===== config.mk =====
export PLATFORM = sky130hd
export DESIGN_NAME = div_sequencer
export DESIGN_NICKNAME = d
export VERILOG_FILES = /design/src/rtl/div_sequencer.sv
export SDC_FILE = /design/constraint.sdc
export NUM_CORES = 1
export LEC_CHECK = 0
export CORE_MARGIN = 2
export CORE_UTILIZATION = 45
export DETAILED_ROUTE_END_ITERATION = 16
export PLACE_DENSITY = 0.69
export SLEW_MARGIN = 20
export SYNTH_ARGS = -nofsm -noshare
export SYNTH_HDL_FRONTEND = slang
export SYNTH_SLANG_ARGS = --single-unit

===== constraint.sdc =====
create_clock -name clk -period 5.2 [get_ports clk]
set_input_delay 0.52 -clock clk [delete_from_list [all_inputs] [get_ports clk]]
set_output_delay 0.52 -clock clk [all_outputs]
set_load 0.05 [all_outputs]

===== src/rtl/div_sequencer.sv =====
// div_sequencer: multi-cycle radix-2 restoring divider with its sequencing
// FSM for RV32M DIV/DIVU/REM/REMU in the execute stage. It raises div_stall
// while the divide occupies E and pulses result_valid for one cycle when the
// result is ready.
// Optional build macro: DIV_FAST_PATH_EN. When defined, a divisor magnitude
// larger than the dividend magnitude finishes in one cycle, like the other
// special cases. When undefined, those operands take the full iterative path.
module div_sequencer #(
  parameter int XLEN = 32
) (
  input  logic            clk,
  input  logic            rst,
  input  logic            start,
  input  logic [1:0]      op,
  input  logic [XLEN-1:0] dividend,
  input  logic [XLEN-1:0] divisor,
  input  logic            flush,
  output logic            div_stall,
  output logic [XLEN-1:0] result,
  output logic            result_valid
);

  localparam int CNT_W = $clog2(XLEN) + 1;
  localparam logic [XLEN-1:0] MIN_VAL = {1'b1, {(XLEN-1){1'b0}}};
  localparam logic [XLEN-1:0] ONE_VAL = XLEN'(1);

  typedef enum logic [1:0] {S_IDLE, S_BUSY, S_DONE} state_t;

  // Two's-complement negation of a full-width value.
  function automatic logic [XLEN-1:0] twos_neg(input logic [XLEN-1:0] v);
    return ~v + ONE_VAL;
  endfunction

  // Restores the sign of an unsigned magnitude result.
  function automatic logic [XLEN-1:0] sign_fix(input logic [XLEN-1:0] mag,
                                               input logic            neg);
    return neg ? twos_neg(mag) : mag;
  endfunction

  state_t           state_q, state_d;
  logic [CNT_W-1:0] cnt_q, cnt_d;
  logic [XLEN-1:0]  rem_q, rem_d;
  logic [XLEN-1:0]  quo_q, quo_d;
  logic [XLEN-1:0]  dvs_q, dvs_d;
  logic             rem_sel_q, rem_sel_d;
  logic             neg_quo_q, neg_quo_d;
  logic             neg_rem_q, neg_rem_d;
  logic [XLEN-1:0]  result_q, result_d;
  logic             stall_c;
  logic             valid_c;

  // Operand decode for the instruction currently presented in E.
  logic            in_signed;
  logic            dd_neg;
  logic            dv_neg;
  logic [XLEN-1:0] dd_mag;
  logic [XLEN-1:0] dv_mag;
  logic            div_zero;
  logic            sgn_ovf;
  logic            fast_lt;

  assign in_signed = ~op[0];
  assign dd_neg    = in_signed & dividend[XLEN-1];
  assign dv_neg    = in_signed & divisor[XLEN-1];
  assign dd_mag    = dd_neg ? twos_neg(dividend) : dividend;
  assign dv_mag    = dv_neg ? twos_neg(divisor) : divisor;
  assign div_zero  = (divisor == '0);
  assign sgn_ovf   = in_signed & (dividend == MIN_VAL) & (divisor == '1);
`ifdef DIV_FAST_PATH_EN
  assign fast_lt   = (dv_mag > dd_mag);
`else
  assign fast_lt   = 1'b0;
`endif

  // One restoring step: shift {rem, quo} left and trial-subtract the divisor.
  logic [XLEN:0]   rem_sh;
  logic [XLEN:0]   trial;
  logic            trial_ok;
  logic [XLEN-1:0] rem_nx;
  logic [XLEN-1:0] quo_nx;

  assign rem_sh   = {rem_q, quo_q[XLEN-1]};
  assign trial    = rem_sh - {1'b0, dvs_q};
  assign trial_ok = ~trial[XLEN];
  assign rem_nx   = trial_ok ? trial[XLEN-1:0] : rem_sh[XLEN-1:0];
  assign quo_nx   = {quo_q[XLEN-2:0], trial_ok};

  // Next-state, datapath update and output decode for the sequencer.
  always_comb begin
    state_d   = state_q;
    cnt_d     = cnt_q;
    rem_d     = rem_q;
    quo_d     = quo_q;
    dvs_d     = dvs_q;
    rem_sel_d = rem_sel_q;
    neg_quo_d = neg_quo_q;
    neg_rem_d = neg_rem_q;
    result_d  = result_q;
    stall_c   = 1'b0;
    valid_c   = 1'b0;

    case (state_q)
      S_IDLE: begin
        stall_c = start & ~flush;
        if (start && !flush) begin
          rem_sel_d = op[1];
          neg_quo_d = dd_neg ^ dv_neg;
          neg_rem_d = dd_neg;
          if (div_zero) begin
            result_d = op[1] ? dividend : '1;
            state_d  = S_DONE;
          end else if (sgn_ovf) begin
            result_d = op[1] ? '0 : MIN_VAL;
            state_d  = S_DONE;
          end else if (fast_lt) begin
            result_d = op[1] ? dividend : '0;
            state_d  = S_DONE;
          end else begin
            rem_d   = '0;
            quo_d   = dd_mag;
            dvs_d   = dv_mag;
            cnt_d   = CNT_W'(XLEN);
            state_d = S_BUSY;
          end
        end
      end
      S_BUSY: begin
        stall_c = 1'b1;
        rem_d   = rem_nx;
        quo_d   = quo_nx;
        cnt_d   = cnt_q - CNT_W'(1);
        if (cnt_q == CNT_W'(1)) begin
          result_d = rem_sel_q ? sign_fix(rem_nx, neg_rem_q)
                               : sign_fix(quo_nx, neg_quo_q);
          state_d  = S_DONE;
        end
      end
      S_DONE: begin
        // start still belongs to the retiring instruction here; ignore it.
        valid_c = 1'b1;
        state_d = S_IDLE;
      end
      default: state_d = S_IDLE;
    endcase

    // A flushed instruction never completes and never updates result.
    if (flush) begin
      state_d  = S_IDLE;
      result_d = result_q;
      valid_c  = 1'b0;
    end
  end

  // State and datapath registers.
  always_ff @(posedge clk or posedge rst) begin
    if (rst) begin
      state_q   <= S_IDLE;
      cnt_q     <= '0;
      rem_q     <= '0;
      quo_q     <= '0;
      dvs_q     <= '0;
      rem_sel_q <= 1'b0;
      neg_quo_q <= 1'b0;
      neg_rem_q <= 1'b0;
      result_q  <= '0;
    end else begin
      state_q   <= state_d;
      cnt_q     <= cnt_d;
      rem_q     <= rem_d;
      quo_q     <= quo_d;
      dvs_q     <= dvs_d;
      rem_sel_q <= rem_sel_d;
      neg_quo_q <= neg_quo_d;
      neg_rem_q <= neg_rem_d;
      result_q  <= result_d;
    end
  end

  assign div_stall    = stall_c & ~rst;
  assign result_valid = valid_c;
  assign result       = result_q;

endmodule

==> results of run 1 <==
metal layers:
layer  routed length [µm]  vias up
li1                     -     5752
met1                17640     5843
met2                18060      526
met5                    0        -
met3                 2938       89
met4                 1168        0
final timing paths:
check                      startpoint  depth (start not counted)         end
min                        result[19]                          2  result[19]
min reg2reg                result[19]                          2  result[19]
max                         quo_q[31]                         20  result[10]
max reg2reg                 quo_q[31]                         20  result[10]
min in group asynchronous         rst                          2   neg_quo_q
max in group asynchronous         rst                          3   quo_q[11]
repair_timing:
item	4_1_cts	5_1_grt
endpoints found under the hold margin	0	0
gates resized for setup	0	1
setup endpoints to repair	0	1
area by class of cell:
class / count / area [µm²] / area share (%)
Clock buffer: 18 / 429.2 / 3.093
Antenna cell: 1 / 2.502 / 0.01803
Clock inverter: 14 / 155.1 / 1.118
Tap cell: 335 / 419.2 / 3.021
Timing Repair Buffer: 130 / 1259 / 9.071
Sequential cell: 139 / 3478 / 25.07
Multi-Input combinational cell: 1236 / 7896 / 56.91
Inverter: 61 / 236.5 / 1.704
through the flow:
step	hold slack, ps	area (µm²)	worst slack, ps
global placement	462.3	13280	576.3
floorplan	449.8	11960	392.0
finish	478.3	13880	363.7
CTS	485.0	13860	399.3
global route	516.0	13870	69.43
detailed placement	470.2	13280	426.2
report_power, final:
group	total, mW	internal (mW)	switching (mW)
clock network	1.25	0.679	0.570
logic	4.69	1.74	2.96
registers	1.84	1.43	0.406
total	7.78	3.85	3.94
synthesized netlist by cell type (31+ instances only):
library cell / number
o21ai_0: 152
ha_1: 39
nor3_1: 31
xnor2_1: 67
nand2_1: 120
nand3_1: 54
xor2_1: 60
a21oi_1: 135
clkbuf_1: 54
o31ai_1: 32
dfrtp_1: 139
nor2_1: 154
inv_1: 59
buf_2: 32
or3_1: 35
flip-flops by register name, summed over array words and instances (netlist names):
register	flops
dvs_q	32
quo_q	32
rem_q	32
result	32
cnt_q	6
state_q	2
neg_quo_q	1
neg_rem_q	1
rem_sel_q	1
logic make-up after synthesis:
family / Yosys count
and+or+nand+nor: 525
AOI/OAI and AO/OA: 507
buffers and inverters: 153
DFF: 139
xor gates and xnor gates: 127
adders and majority gates: 40
muxes: 37
cell usage in the layout (no fill, tap or decap), types with 6 or more instances in the layout:
master,instances
a31oi_1,20
a21o_1,13
xor2_1,60
clkbuf_16,17
nor4_1,14
nand2b_1,10
mux2_2,11
or3_1,35
ha_1,39
nand2_1,120
inv_1,58
nor2_1,152
o21ai_0,152
and2_1,18
and3_1,9
a21oi_1,135
mux2i_1,26
nand3_1,54
nand3b_1,9
buf_4,25
o221ai_1,7
clkdlybuf4s50_1,103
nor3_1,31
a211o_1,6
o31ai_1,32
a221o_1,23
or4_1,13
o21a_1,6
nor2b_1,8
a211oi_1,10
o211ai_1,16
or2_2,6
xnor2_1,67
o41ai_1,12
nand4_1,20
dfrtp_1,139
critical path: stages, from the launching register on:
cell and delay, ps:
dfrtp_1 380, inv_1 60, ha_1 240, fa_1 410, nand2b_1 180, a211o_1 390, a31o_2 330, a21oi_2 210
o21a_1 200, nor2_4 60, inv_1 300, nor2_1 80, a21oi_1 280, ha_1 230, inv_1 90, nor4_1 280
mux2_2 240, nor2_1 60, xnor2_1 140, mux2_2 260, a221o_1 310
==> metrics.txt, run 1 <==
status finished clean; min cycle time layout 4836 ps; Mapped Cells 1,528; largest net degree at the start of global routing 109; Post-Synth Adder-Cell Area 4.246%; placed insts 1,901; Worst-Margin Slew 1060 ps; CTS HTree Levels 4; vias 12,210; drt via density 6.313; layout cells sized above 1 6.320%; Synth Flop Type dfrtp_1; grt peak-use layer met2; total clock buffers created by CTS 17; vias in the first global route 11,370; Layout Utilization 53.25%; setup TNS 0 ps; Area contributors post-synth dfrtp_1, o21ai_0, a21oi_1; pwr dens 560.8 nW/µm²; worst-skew pair later-pin latency 440 ps; complex-gate fraction of the synthesized area 27.30%; crit-path max FO 9; IO Count 104; antenna viol nets, final 0; endpoints failing setup 0; Final period util 93.01%; gpl congestion 0.9229; P&R area growth vs syn 15.99%; Peak Freq 206.8 MHz; die area 27,900 µm²; Setup Crit Path Kind reg2reg; MaxCap Viol Count 0; XOR/XNOR Fraction of Synth Area 9.298%; Fillers 2,524; FF+latch count, synth 139; IO buf count 103; Lkg Pwr 5.513 nW; met1 GRT Util 39.78%; CTS Sinks 139; Crit path required time 5520 ps; power after layout 7.781 mW; setup bufs post-CTS 0; WL/cell 20.58 µm; CTS Buffer Depth 2; DIE HEIGHT 167.0 µm; Cell Count, Final, Fillers Out 1,934; TritonCTS clock tree built; cell accounting for the most synthesized area dfrtp_1; ys async rst share 100.0%; post-synth cell types 86; sequential area share after synthesis 29.08%; clock slew at reported path FFs 70 ps; Syn Area/Cell 7.829 µm²; initial antenna violation count 0; syn_nets 1,638; first-pass GRT wire length 63,200 µm; root buffer cell clkbuf_16; DRT Pass-1 Iters 6; Starting Density 45.91%; RSZ-0062 raised after global routing no; final WL 39,810 µm; met2 GRT Util 43.96%; crit path capture type register; Yosys top cell area share 29.08%; DRC 0; Worst slew margin 28.78%; DR iter-0 viols 1,191; GR met3 Demand/Resource 4.325%; largest family of logic cells by synthesized area compound AO/OA/AOI/OAI gates; Worst Path Arrival 5160 ps; die width 167.0 µm; Detailed Place HPWL 30,230 µm; Final Net Count 1,695; CTS Hold Buffers Added 0; Final Max Tran Viols 0; gr usage total 28.29%; post-synthesis cell area 11,960 µm²; Max VDD drop 0.3504 mV; Core Area 26,060 µm²; total gr overflow 0; CP Launch Type register; number of flops mapped to enable cells by yosys 0; Synth Area in Simple Gates 21.69%; Final Skew 17.85 ps; Synth warnings 0; mux cell area share after synthesis 3.211%; r2r setup slk 360 ps; Hold WC Path Type reg2reg; floorplan row count 59; Final Hold Viols 0
Power figures use the tool's default switching activity.
==> run 2: changes to the inputs <==
SKIP_CTS_REPAIR_TIMING = 1   (was unset)
==> results of run 2 <==
Same layout as run 1: the final DEF is identical, and so are final timing and power.
